==> config.mk <==
export PLATFORM = sky130hd
export DESIGN_NAME = i2s_tx
export DESIGN_NICKNAME = d
export VERILOG_FILES = /design/src/rtl/i2s_pkg.sv /design/src/rtl/i2s_sclk_gen.sv /design/src/rtl/i2s_tx.sv
export SDC_FILE = /design/constraint.sdc
export NUM_CORES = 1
export LEC_CHECK = 0
export ABC_CLOCK_PERIOD_IN_PS = 5900
export BUFFER_PORTS_ARGS = -buffer_cell sky130_fd_sc_hd__buf_4
export CORE_MARGIN = 4
export CORE_UTILIZATION = 40
export DETAILED_ROUTE_END_ITERATION = 6
export GPL_TIMING_DRIVEN = 0
export PLACE_DENSITY = 0.6
export SYNTH_ARGS = -nofsm -noshare
export SYNTH_HDL_FRONTEND = slang
export SYNTH_SLANG_ARGS = --single-unit
export TNS_END_PERCENT = 20
==> constraint.sdc <==
create_clock -name clk -period 5.9 [get_ports clk]
set_input_delay 1.18 -clock clk [delete_from_list [all_inputs] [get_ports clk]]
set_output_delay 1.18 -clock clk [all_outputs]
set_load 0.01 [all_outputs]
==> src/rtl/i2s_pkg.sv <==
// Shared definitions for the I2S transmitter: state encoding and default sizes.
package i2s_pkg;

    // One-hot sequencing states; any other pattern is illegal and recovers to IDLE.
    typedef enum logic [3:0] {
        IDLE  = 4'b0001,
        LOAD  = 4'b0010,
        LEFT  = 4'b0100,
        RIGHT = 4'b1000
    } state_t;

    localparam int DEF_DATA_W    = 24;
    localparam int DEF_SLOT_BITS = 32;
    localparam int DEF_SCLK_DIV  = 4;

endpackage

==> src/rtl/i2s_sclk_gen.sv <==
// Bit-clock divider: produces SCLK and a one-clk pulse in the cycle whose
// closing edge makes SCLK fall. Held at count 0 (SCLK low) while clear_i is high.
module i2s_sclk_gen #(
    parameter int SCLK_DIV = 4
) (
    input  logic clk,
    input  logic rst,
    input  logic clear_i,
    output logic sclk_o,
    output logic sclkFall_o
);

    localparam int CW = $clog2(SCLK_DIV);
    localparam logic [CW-1:0] CNT_LAST = CW'(SCLK_DIV - 1);
    localparam logic [CW-1:0] CNT_HALF = CW'(SCLK_DIV / 2);

    logic [CW-1:0] cnt_q;
    logic [CW-1:0] cnt_d;
    logic          sclk_q;

    // Next divider count: wraps at SCLK_DIV-1, forced to zero by clear.
    always_comb begin
        cnt_d = cnt_q + CW'(1);
        if (clear_i || (cnt_q == CNT_LAST)) begin
            cnt_d = '0;
        end
    end

    // SCLK is registered from the next count so it never glitches.
    always_ff @(posedge clk or posedge rst) begin
        if (rst) begin
            cnt_q  <= '0;
            sclk_q <= 1'b0;
        end else begin
            cnt_q  <= cnt_d;
            sclk_q <= (cnt_d >= CNT_HALF);
        end
    end

    assign sclk_o     = sclk_q;
    assign sclkFall_o = ~clear_i & (cnt_q == CNT_LAST);

endmodule

==> src/rtl/i2s_tx.sv <==
// I2S transmitter: takes left/right pairs over valid/ready, holds one pair in
// reserve, and shifts each frame out MSB-first with the standard one-bit delay.
module i2s_tx
    import i2s_pkg::*;
#(
    parameter int DATA_W    = DEF_DATA_W,
    parameter int SLOT_BITS = DEF_SLOT_BITS,
    parameter int SCLK_DIV  = DEF_SCLK_DIV
) (
    input  logic              clk,
    input  logic              rst,
    input  logic              en,
    input  logic [DATA_W-1:0] lft_in,
    input  logic [DATA_W-1:0] rht_in,
    input  logic              smpl_vld,
    output logic              smpl_rdy,
    output logic              SCLK,
    output logic              LRCLK,
    output logic              SDout,
    output logic              frm_strt,
    output logic              underrun
);

    localparam int BCW = $clog2(2 * SLOT_BITS);
    localparam logic [BCW-1:0] BIT_LAST    = BCW'(2 * SLOT_BITS - 1);
    localparam logic [BCW-1:0] BIT_SLOT    = BCW'(SLOT_BITS);
    localparam logic [BCW-1:0] BIT_L_FIRST = BCW'(1);
    localparam logic [BCW-1:0] BIT_L_LAST  = BCW'(DATA_W);
    localparam logic [BCW-1:0] BIT_R_FIRST = BCW'(SLOT_BITS + 1);
    localparam logic [BCW-1:0] BIT_R_LAST  = BCW'(SLOT_BITS + DATA_W);

    state_t            state_q;
    logic [BCW-1:0]    bitCnt_q;
    logic [BCW-1:0]    bitCnt_d;
    logic              lrclk_q;
    logic              sdout_q;
    logic              frmStrt_q;
    logic              underrun_q;
    logic              holdFull_q;
    logic [DATA_W-1:0] holdL_q;
    logic [DATA_W-1:0] holdR_q;
    logic [DATA_W-1:0] leftSh_q;
    logic [DATA_W-1:0] rightSh_q;

    logic accept;
    logic divClear;
    logic sclkFall;
    logic sclk;
    logic inLeftData;
    logic inRightData;
    logic lastBit;

    // The divider only runs while a slot is being shifted; IDLE and LOAD hold SCLK low.
    i2s_sclk_gen #(
        .SCLK_DIV(SCLK_DIV)
    ) uSclkGen (
        .clk       (clk),
        .rst       (rst),
        .clear_i   (divClear),
        .sclk_o    (sclk),
        .sclkFall_o(sclkFall)
    );

    // Bit-position decode for the position about to start at the next SCLK fall.
    always_comb begin
        accept      = smpl_vld & ~holdFull_q;
        divClear    = ~((state_q == LEFT) | (state_q == RIGHT));
        bitCnt_d    = bitCnt_q + BCW'(1);
        lastBit     = (bitCnt_q == BIT_LAST);
        inLeftData  = (bitCnt_d >= BIT_L_FIRST) && (bitCnt_d <= BIT_L_LAST);
        inRightData = (bitCnt_d >= BIT_R_FIRST) && (bitCnt_d <= BIT_R_LAST);
    end

    // Sequencer with registered outputs, holding register and both shifters.
    always_ff @(posedge clk or posedge rst) begin
        if (rst) begin
            state_q    <= IDLE;
            bitCnt_q   <= '0;
            lrclk_q    <= 1'b1;
            sdout_q    <= 1'b0;
            frmStrt_q  <= 1'b0;
            underrun_q <= 1'b0;
            holdFull_q <= 1'b0;
            holdL_q    <= '0;
            holdR_q    <= '0;
            leftSh_q   <= '0;
            rightSh_q  <= '0;
        end else begin
            frmStrt_q  <= 1'b0;
            underrun_q <= 1'b0;

            if (accept && (state_q != LOAD)) begin
                holdL_q    <= lft_in;
                holdR_q    <= rht_in;
                holdFull_q <= 1'b1;
            end

            case (state_q)
                IDLE: begin
                    lrclk_q  <= 1'b1;
                    sdout_q  <= 1'b0;
                    bitCnt_q <= '0;
                    if (en) begin
                        state_q <= LOAD;
                    end
                end

                LOAD: begin
                    if (holdFull_q) begin
                        leftSh_q   <= holdL_q;
                        rightSh_q  <= holdR_q;
                        holdFull_q <= 1'b0;
                    end else if (accept) begin
                        leftSh_q  <= lft_in;
                        rightSh_q <= rht_in;
                    end else begin
                        leftSh_q   <= '0;
                        rightSh_q  <= '0;
                        underrun_q <= 1'b1;
                    end
                    frmStrt_q <= 1'b1;
                    bitCnt_q  <= '0;
                    lrclk_q   <= 1'b0;
                    sdout_q   <= 1'b0;
                    state_q   <= LEFT;
                end

                LEFT, RIGHT: begin
                    if (sclkFall) begin
                        if ((state_q == RIGHT) && lastBit) begin
                            bitCnt_q <= '0;
                            lrclk_q  <= 1'b1;
                            sdout_q  <= 1'b0;
                            state_q  <= en ? LOAD : IDLE;
                        end else begin
                            bitCnt_q <= bitCnt_d;
                            lrclk_q  <= (bitCnt_d >= BIT_SLOT);
                            if ((state_q == LEFT) && (bitCnt_d == BIT_SLOT)) begin
                                state_q <= RIGHT;
                            end
                            if (inLeftData) begin
                                sdout_q  <= leftSh_q[DATA_W-1];
                                leftSh_q <= {leftSh_q[DATA_W-2:0], 1'b0};
                            end else if (inRightData) begin
                                sdout_q   <= rightSh_q[DATA_W-1];
                                rightSh_q <= {rightSh_q[DATA_W-2:0], 1'b0};
                            end else begin
                                sdout_q <= 1'b0;
                            end
                        end
                    end
                end

                default: begin
                    state_q  <= IDLE;
                    bitCnt_q <= '0;
                    lrclk_q  <= 1'b1;
                    sdout_q  <= 1'b0;
                end
            endcase
        end
    end

    assign smpl_rdy = ~holdFull_q;
    assign SCLK     = sclk;
    assign LRCLK    = lrclk_q;
    assign SDout    = sdout_q;
    assign frm_strt = frmStrt_q;
    assign underrun = underrun_q;

endmodule

==> flow_summary_export.csv, run 1 <==
group,metric,value,unit
floorplan,die_w,128,µm
logic_synthesis,synthTopCellsByCount,"dfrtp_1, a21oi_1, mux2_2, nor2_1, and3_1",
power_and_ir_drop,p_per_area,506,nW/µm²
timing,relSlewSlack,47.8,%
placed_design,port_buffers,57,
logic_synthesis,yosys-top-cells-area,"dfrtp_1, mux2_2, a21oi_1",
detailed_routing,wirelength,13.6,mm
clock_network,clk_pin_slew_worst_paths,0.05,ns
clock_network,hold_buffers,0,
setup_path,crit_type,"reg2out",
timing,drv_slew,0,
detailed_routing,vias,4404,
clock_network,clock_sinks,113,
power_and_ir_drop,leakage,0.00329,µW
setup_path,max_stage_delay,0.36,ns
setup_path,cp_cell_sequence,"clkbuf_1 -> inv_1 -> clkbuf_1 -> buf_4",
min_path,hold_start,"uSclkGen.cnt_q[0]",
clock_network,clk_latency,0.41,ns
layout,final_nets,675,
detailed_routing,drc,0,
floorplan,die-area,16400,µm²
timing,max_freq,345,MHz
detailed_routing,firstDrtPassIters,4,
grt,antenna_found_initial,0,
logic_synthesis,synth_seq_cells,113,
setup_path,cp-startpoint,"holdFull_q",
timing,worst_slew_pin_slew,0.783,ns
placed_design,gp_congestion,0.787,
setup_path,cp.arrival,1.72,ns
logic_synthesis,netlist_area,5760,µm²
setup_path,crit_fanout,10,
logic_synthesis,yosysTopAreaCell,"dfrtp_1",
setup_path,regToRegStartpoint,"bitCnt_q[0]",
floorplan,rows,43,
timing,rsz0062_at_grt,"no",
logic_synthesis,synth_cell_types,51,
placed_design,postPlaceCellArea,6440,µm²
clock_network,clock_path_buffers,2,
detailed_routing,drtIter0Drc,291,
logic_synthesis,synth_edf_count,0,
setup_path,critPathRequiredTime,4.72,ns
clock_network,cts-root-buf,"clkbuf_16",
run_status,outcome,"complete, no violations",
floorplan,die_h,128,µm
floorplan,ioPinCount,58,
logic_synthesis,synth.most_common_cell,"dfrtp_1",
min_path,hold_class,"reg2reg",
timing,fin_crit_sh,49.1,%
timing,tns,0,ns
clock_network,cts-resized-gates,0,
setup_path,crit_path_start_kind,"register",
placed_design,dp_hpwl,9.48,mm
layout,n_antenna_cell,0,
layout,drive_gt1_share,31.8,%
setup_path,crit_top_cell,"clkbuf_1",
logic_synthesis,synthArstFlopShare,100,%
logic_synthesis,synth_fp_nets,598,
timing,period_needed,2.90,ns
clock_network,cts_setup_buffers,0,
grt,grt_max_degree,61,
timing,skew,0.00635,ns
clock_network,tritoncts,"done",
floorplan,initial_core_util,41.2,%
logic_synthesis,ys_warn_count,0,
setup_path,worst_path_max_delay_cell,"dfrtp_1",
logic_synthesis,synthCells,542,
logic_synthesis,synth_top_area_share,48.2,%
detailed_routing,via_per_inst,5.42,
grt,grt_pass1_wl,23.1,mm
grt,grt_pass1_vias,4642,
logic_synthesis,synth-main-ff-cell,"dfrtp_1",
timing,finalSetupViolations,0,
detailed_routing,ant_nets,0,
grt,grt-ovfl-total,0,
run,maxCapViolations,0,
placed_design,place_ws,2.91,ns
clock_network,cts-buffers-inserted,17,
setup_path,crit_path_end_kind,"output port",
timing,hold_viol_final,0,
logic_synthesis,avgSynthCellArea,10.6,µm²
layout,area_delta_synth_final,21.0,%
clock_network,cts_htree_levels,4,
logic_synthesis,seq_area_frac_synth,49.1,%
power_and_ir_drop,vdd_drop_max,249,µV
timing,final.setup.worst_slack,3.00,ns
detailed_routing,drt-wirelength-per-cell,16.7,µm
floorplan,core-area,14000,µm²
grt,grt_usage,17.8,%
layout,final_area,6970,µm²
## per-layer routing
layer	wire length (µm)	global-route usage (%)	vias to the layer above
met5	0	0	-
li1	-	-	2092
met4	178	6.05	0
met2	6630	28.7	110
met3	738	4.79	16
met1	6050	23.3	2186
## worst max-delay path: cells and delay by family, from the launching register on
family   cells  cell delay, ns
flops        1            0.36
buf+inv      4            0.95
## layout make-up
class                      count  area, µm²
timing repair buffer          58        455
inverter                       8       32.5
clock buffer                  26        499
fill                        1290       7020
sequential                   113       2830
multi-input combinational    377       2680
tap                          180        225
buffer                        44        216
clock inverter                 6       30.0
## where the power goes
| group | switching, µW | internal (µW) |
|---|---|---|
| Sequential | 163 | 1130 |
| Combinational | 629 | 693 |
| Clock | 338 | 575 |
| Total | 1130 | 2400 |
## final timing paths
check,slack (ns),cells past startpoint,to
setup / recovery,3.00,4,smpl_rdy
hold / removal,0.44,1,uSclkGen.cnt_q[0]
setup reg to reg,3.02,8,rightSh_q[4]
hold reg to reg,0.44,1,uSclkGen.cnt_q[0]
max in group asynchronous,4.19,3,state_q[0]
min in group asynchronous,0.92,2,holdL_q[7]
## per-stage QoR
stage	util [%]	hold slack [ns]	cells	total power, µW
floorplan	-	0.412	542	2300
CTS	49.8	0.448	812	3560
global route	49.8	0.476	812	3780
global placement	45.8	0.423	779	2560
detailed placement	46.1	0.441	780	2630
finish	49.8	0.437	812	3530
## layout by cell type (no fill, tap or decap), types with 7 or more instances in the layout
cell type	instances
o21ai_0	9
inv_1	7
a21oi_1	90
clkbuf_1	31
dfrtp_1	111
mux2_2	88
buf_4	60
clkbuf_16	17
nand2_1	14
buf_2	8
nor2_1	59
and3_1	42
## state kept, by name, summed over array words and instances, names as in the netlist, 2 cells and up
name and count:
rightSh_q 24, bitCnt_q 6, uSclkGen.cnt_q 2, holdL_q 24, leftSh_q 24, holdR_q 24, state_q 4
## cell families (layout without fill, tap and decap cells)
family                     count (synthesis)  count (layout)  share of synthesized area, %
buffers and inverters                     52             142                          4.28
adders and majority gates                  4               4                         0.869
xor gates and xnor gates                   7               7                          1.06
DFF                                      113             113                          49.1
muxes                                     95              95                          18.5
and+or+nand+nor                          142             142                          12.4
AOI/OAI and AO/OA                        129             129                          13.7
No activity file was read; power rests on OpenSTA's default activity.
==> inputs of run 2 (changes only) <==
--- a/config.mk
+++ b/config.mk
@@ -5,7 +5,7 @@
 export SDC_FILE = /design/constraint.sdc
 export NUM_CORES = 1
 export LEC_CHECK = 0
-export ABC_CLOCK_PERIOD_IN_PS = 5900
+export ABC_CLOCK_PERIOD_IN_PS = 3000
 export BUFFER_PORTS_ARGS = -buffer_cell sky130_fd_sc_hd__buf_4
 export CORE_MARGIN = 4
 export CORE_UTILIZATION = 40
==> constraint.sdc (replaced) <==
create_clock -name clk -period 3 [get_ports clk]
set_input_delay 0.6 -clock clk [delete_from_list [all_inputs] [get_ports clk]]
set_output_delay 0.6 -clock clk [all_outputs]
set_load 0.01 [all_outputs]
==> flow_summary_export.csv, run 2 (same netlist as run 1, synthesis figures left out) <==
group,metric,value,unit
setup_path,cp.arrival,3.17,ns
timing,max_freq,348,MHz
detailed_routing,via_per_inst,5.41,
floorplan,core-area,14000,µm²
run_status,outcome,"complete, no violations",
timing,tns,0,ns
floorplan,die-area,16400,µm²
detailed_routing,drc,0,
placed_design,place_ws,0.160,ns
power_and_ir_drop,leakage,0.00332,µW
layout,final_nets,677,
detailed_routing,drt-wirelength-per-cell,16.6,µm
floorplan,die_h,128,µm
placed_design,gp_congestion,0.795,
grt,grt_usage,17.8,%
clock_network,hold_buffers,0,
clock_network,cts-buffers-inserted,17,
clock_network,clk_latency,0.42,ns
layout,layout_common_cells,"dfrtp_1, a21oi_1, mux2_2",
detailed_routing,wirelength,13.5,mm
setup_path,crit_path_start_kind,"register",
grt,grt_pass1_wl,23.1,mm
floorplan,ioPinCount,58,
power_and_ir_drop,swShare,32.1,%
grt,grt_max_degree,37,
detailed_routing,firstDrtPassIters,4,
timing,final.setup.worst_slack,0.128,ns
timing,hold_viol_final,0,
clock_network,clock_path_buffers,2,
grt,antenna_found_initial,0,
run,maxCapViolations,0,
timing,skew,0.00838,ns
timing,rsz0062_at_grt,"no",
floorplan,die_w,128,µm
timing,worst_slew_pin_slew,0.663,ns
setup_path,crit_path_end_kind,"register",
detailed_routing,ant_nets,0,
setup_path,critPathRequiredTime,3.30,ns
power_and_ir_drop,vdd_drop_max,453,µV
power_and_ir_drop,p_sw,2250,µW
layout,drive_gt1_share,32.6,%
layout,area_delta_synth_final,22.2,%
power_and_ir_drop,clkPwrFrac,26.8,%
timing,finalSetupViolations,0,
clock_network,cts_htree_levels,4,
timing,drv_slew,0,
power_and_ir_drop,p_per_area,999,nW/µm²
detailed_routing,vias,4405,
placed_design,dp_hpwl,9.68,mm
setup_path,crit_fanout,10,
grt,grt_pass1_vias,4629,
power_and_ir_drop,power.internal,4780,µW
clock_network,clk_pin_slew_worst_paths,0.06,ns
timing,fin_crit_sh,95.7,%
power_and_ir_drop,power_frac_seq,36.1,%
setup_path,crit_type,"reg2reg",
power_and_ir_drop,combPwrFrac,37.1,%
detailed_routing,drtIter0Drc,291,
layout,layout_commonest_cell,"dfrtp_1",
floorplan,initial_core_util,41.2,%
clock_network,cts-root-buf,"clkbuf_16",
min_path,hold_class,"in2async",
placed_design,port_buffers,57,
grt,grt-ovfl-total,0,
clock_network,tritoncts,"done",
clock_network,clock_sinks,113,
timing,relSlewSlack,54.7,%
timing,period_needed,2.87,ns
layout,n_antenna_cell,0,
floorplan,rows,43,
## run 2: worst max-delay path: stages, from the launching register on
cell	delay (ns)
dfrtp_1	0.47
ha_1	0.24
buf_4	0.16
and4_4	0.21
a2111oi_4	0.36
o221ai_2	0.23
o31ai_4	0.49
buf_6	0.23
mux2_2	0.35
## run 2: final timing paths
path / slack [ns] / startpoint / cells past startpoint / end
hold / removal: 0.16 / rst / 2 / holdR_q[16]
min in group clk: 0.42 / rht_in[13] / 2 / holdR_q[13]
max in group asynchronous: 2.02 / rst / 4 / LRCLK
hold reg to reg: 0.44 / uSclkGen.cnt_q[0] / 1 / uSclkGen.cnt_q[0]
setup reg to reg: 0.13 / bitCnt_q[0] / 8 / leftSh_q[4]
setup / recovery: 0.13 / bitCnt_q[0] / 8 / leftSh_q[4]
## run 2: layout make-up
| class | instances | area [µm²] |
|---|---|---|
| timing repair buffer | 60 | 488 |
| inverter | 8 | 33.8 |
| sequential | 113 | 2830 |
| multi-input combinational | 377 | 2680 |
| tap | 180 | 225 |
| clock inverter | 10 | 85.1 |
| clock buffer | 22 | 474 |
| buffer | 44 | 218 |
| fill | 1297 | 6950 |
## run 2: timing repair
| action | 4_1_cts | 5_1_grt |
|---|---|---|
| setup buffers | 0 | 0 |
| endpoints found under the setup margin | 0 | 4 |
| resized for setup | 0 | 1 |
## run 2: per-layer routing
| layer | vias to the layer above | global-route usage, % | wire length, µm |
|---|---|---|---|
| li1 | 2111 | - | - |
| met1 | 2170 | 24.0 | 6250 |
| met2 | 107 | 28.1 | 6440 |
| met3 | 17 | 4.33 | 579 |
| met4 | 0 | 5.99 | 218 |
| met5 | - | 0 | 0 |
## run 2: power by group through the flow
stage	Clock (µW)	Combinational [µW]	Sequential (µW)
floorplan	0	2050	2460
CTS	1920	2640	2540
detailed placement	0	2620	2560
finish	1880	2610	2540
global route	2000	2920	2620
global placement	0	2510	2520
## run 2: per-stage QoR
step           hold slack [ns]  total power [µW]  utilization, %  instance area [µm²]  instances
2_1_floorplan            0.412              4520               -                 5760        542
3_3_place_gp             0.423              5030            45.9                 6420        779
3_5_place_dp             0.439              5180            46.3                 6480        782
4_1_cts                  0.154              7090            50.3                 7040        814
5_1_grt                  0.173              7540            50.3                 7040        814
6_report                 0.156              7030            50.3                 7040        814
==> inputs of run 3 (changes only) <==
--- a/config.mk
+++ b/config.mk
@@ -5,13 +5,15 @@
 export SDC_FILE = /design/constraint.sdc
 export NUM_CORES = 1
 export LEC_CHECK = 0
-export ABC_CLOCK_PERIOD_IN_PS = 3000
+export ABC_CLOCK_PERIOD_IN_PS = 3200
 export BUFFER_PORTS_ARGS = -buffer_cell sky130_fd_sc_hd__buf_4
 export CORE_MARGIN = 4
 export CORE_UTILIZATION = 40
 export DETAILED_ROUTE_END_ITERATION = 6
 export GPL_TIMING_DRIVEN = 0
+export HOLD_SLACK_MARGIN = 0.15
 export PLACE_DENSITY = 0.6
+export SKIP_CTS_REPAIR_TIMING = 1
 export SYNTH_ARGS = -nofsm -noshare
 export SYNTH_HDL_FRONTEND = slang
 export SYNTH_SLANG_ARGS = --single-unit
==> constraint.sdc (replaced) <==
create_clock -name clk -period 3.2 [get_ports clk]
set_input_delay 0.64 -clock clk [delete_from_list [all_inputs] [get_ports clk]]
set_output_delay 0.64 -clock clk [all_outputs]
set_load 0.01 [all_outputs]
==> flow_summary_export.csv, run 3 (same netlist as run 1, synthesis figures left out) <==
group,metric,value,unit
layout,fill_cells,1298,
setup_path,crit_fanout,10,
floorplan,die_w,128,µm
floorplan,rows,43,
timing,hold_viol_final,0,
run_status,outcome,"complete, no violations",
min_path,hold_class,"in2async",
timing,drv_slew,0,
clock_network,cts-root-buf,"clkbuf_16",
detailed_routing,ant_nets,0,
grt,grt_max_degree,37,
placed_design,port_buffers,57,
floorplan,ioPinCount,58,
timing,finalSetupViolations,0,
detailed_routing,vias,4406,
clock_network,clk_latency,0.42,ns
placed_design,dp_cells,782,
grt,grt-ovfl-total,0,
timing,skew,0.00843,ns
grt,antenna_found_initial,0,
floorplan,die_h,128,µm
clock_network,cts-buffers-inserted,17,
grt,grt_usage,17.8,%
layout,layoutNonFillerInstCount,814,
run,maxCapViolations,0,
power_and_ir_drop,swShare,32.1,%
clock_network,tritoncts,"done",
setup_path,cp.arrival,3.17,ns
setup_path,cp_cell_sequence,"ha_1 -> buf_4 -> and4_4 -> a2111oi_4 -> o221ai_2 -> o31ai_4 -> buf_6 -> mux2_2",
power_and_ir_drop,vdd_drop_max,425,µV
power_and_ir_drop,p_sw,2110,µW
detailed_routing,drtIter0Drc,292,
clock_network,clock_sinks,113,
timing,rsz0062_at_grt,"no",
timing,period_needed,2.87,ns
clock_network,clock_path_buffers,2,
timing,relSlewSlack,54.7,%
setup_path,cp-startpoint,"bitCnt_q[0]",
setup_path,reg2reg_slack,0.33,ns
power_and_ir_drop,leakage,0.00331,µW
layout,drive_gt1_share,32.5,%
placed_design,gp_congestion,0.795,
clock_network,clk_pin_slew_worst_paths,0.06,ns
grt,grt_pass1_wl,23.1,mm
detailed_routing,firstDrtPassIters,4,
grt,grt_pass1_vias,4629,
placed_design,dp_hpwl,9.68,mm
detailed_routing,via_per_inst,5.41,
layout,layout_common_cells,"dfrtp_1, a21oi_1, mux2_2",
detailed_routing,wirelength,13.5,mm
setup_path,crit_path_start_kind,"register",
setup_path,crit_path_end_kind,"register",
layout,n_antenna_cell,0,
setup_path,regToRegStartpoint,"bitCnt_q[0]",
power_and_ir_drop,p_per_area,937,nW/µm²
setup_path,critPathRequiredTime,3.50,ns
timing,max_freq,348,MHz
power_and_ir_drop,clkPwrFrac,26.8,%
setup_path,max_stage_delay,0.49,ns
power_and_ir_drop,power.internal,4480,µW
layout,multi_input_area,2680,µm²
layout,area_delta_synth_final,22.2,%
detailed_routing,drc,0,
detailed_routing,drt-wirelength-per-cell,16.6,µm
timing,tns,0,ns
timing,fin_crit_sh,89.7,%
floorplan,die-area,16400,µm²
setup_path,worst_path_max_delay_cell,"o31ai_4",
power_and_ir_drop,total_power,6590,µW
layout,regArea,2830,µm²
timing,worst_slew_pin_slew,0.663,ns
clock_network,cts_htree_levels,4,
layout,layout_commonest_cell,"dfrtp_1",
floorplan,initial_core_util,41.2,%
power_and_ir_drop,combPwrFrac,37.1,%
floorplan,core-area,14000,µm²
power_and_ir_drop,power_frac_seq,36.1,%
setup_path,crit_type,"reg2reg",
layout,final_nets,677,
==> run 3: layout make-up <==
| type | instances | area share (%) |
|---|---|---|
| Buffer | 44 | 3.08 |
| Clock inverter | 10 | 1.21 |
| Inverter | 8 | 0.480 |
| Sequential cell | 113 | 40.2 |
| Tap cell | 180 | 3.20 |
| Timing Repair Buffer | 60 | 6.93 |
| Multi-Input combinational cell | 377 | 38.1 |
| Clock buffer | 22 | 6.74 |
==> run 3: final timing paths <==
path | endpoint | cells past startpoint
worst max-delay path | leftSh_q[4] | 8
worst min-delay path | holdR_q[16] | 2
worst max register to register | leftSh_q[4] | 8
worst min register to register | uSclkGen.cnt_q[0] | 1
max in group asynchronous | LRCLK | 4
min in group clk | uSclkGen.cnt_q[0] | 1
==> run 3: stage by stage <==
step | cell area [µm²] | util (%) | hold WS (ns) | setup WS, ns
final | 7040 | 50.3 | 0.195 | 0.328
after floorplan | 5760 | - | 0.412 | 0.633
after global placement | 6420 | 45.9 | 0.423 | 0.404
after global routing | 7040 | 50.3 | 0.213 | 0.169
after CTS | 7040 | 50.3 | 0.194 | 0.325
after detailed placement | 6480 | 46.3 | 0.439 | 0.360
==> run 3: layer usage <==
| metal | part of all wire (%) | wire length [µm] | GRT usage (%) |
|---|---|---|---|
| met1 | 46 | 6220 | 24.0 |
| met5 | 0 | 0 | 0 |
| met4 | 1.6 | 218 | 5.99 |
| met2 | 48 | 6420 | 28.1 |
| met3 | 4.6 | 616 | 4.33 |
==> run 3: power by group through the flow <==
stage	clock (µW)	combinational (µW)	sequential, µW
finish	1770	2450	2380
global route	1870	2740	2460
CTS	1800	2470	2380
detailed placement	0	2450	2400
global placement	0	2350	2370
floorplan	0	1930	2310
==> run 3: critical path: cells and delay by family (launching register included) <==
family	cells	cell delay, ns
buffers and inverters	2	0.39
DFF	1	0.47
adders and majority gates	1	0.24
muxes	1	0.35
and+or+nand+nor	1	0.21
AOI/OAI and AO/OA	3	1.08
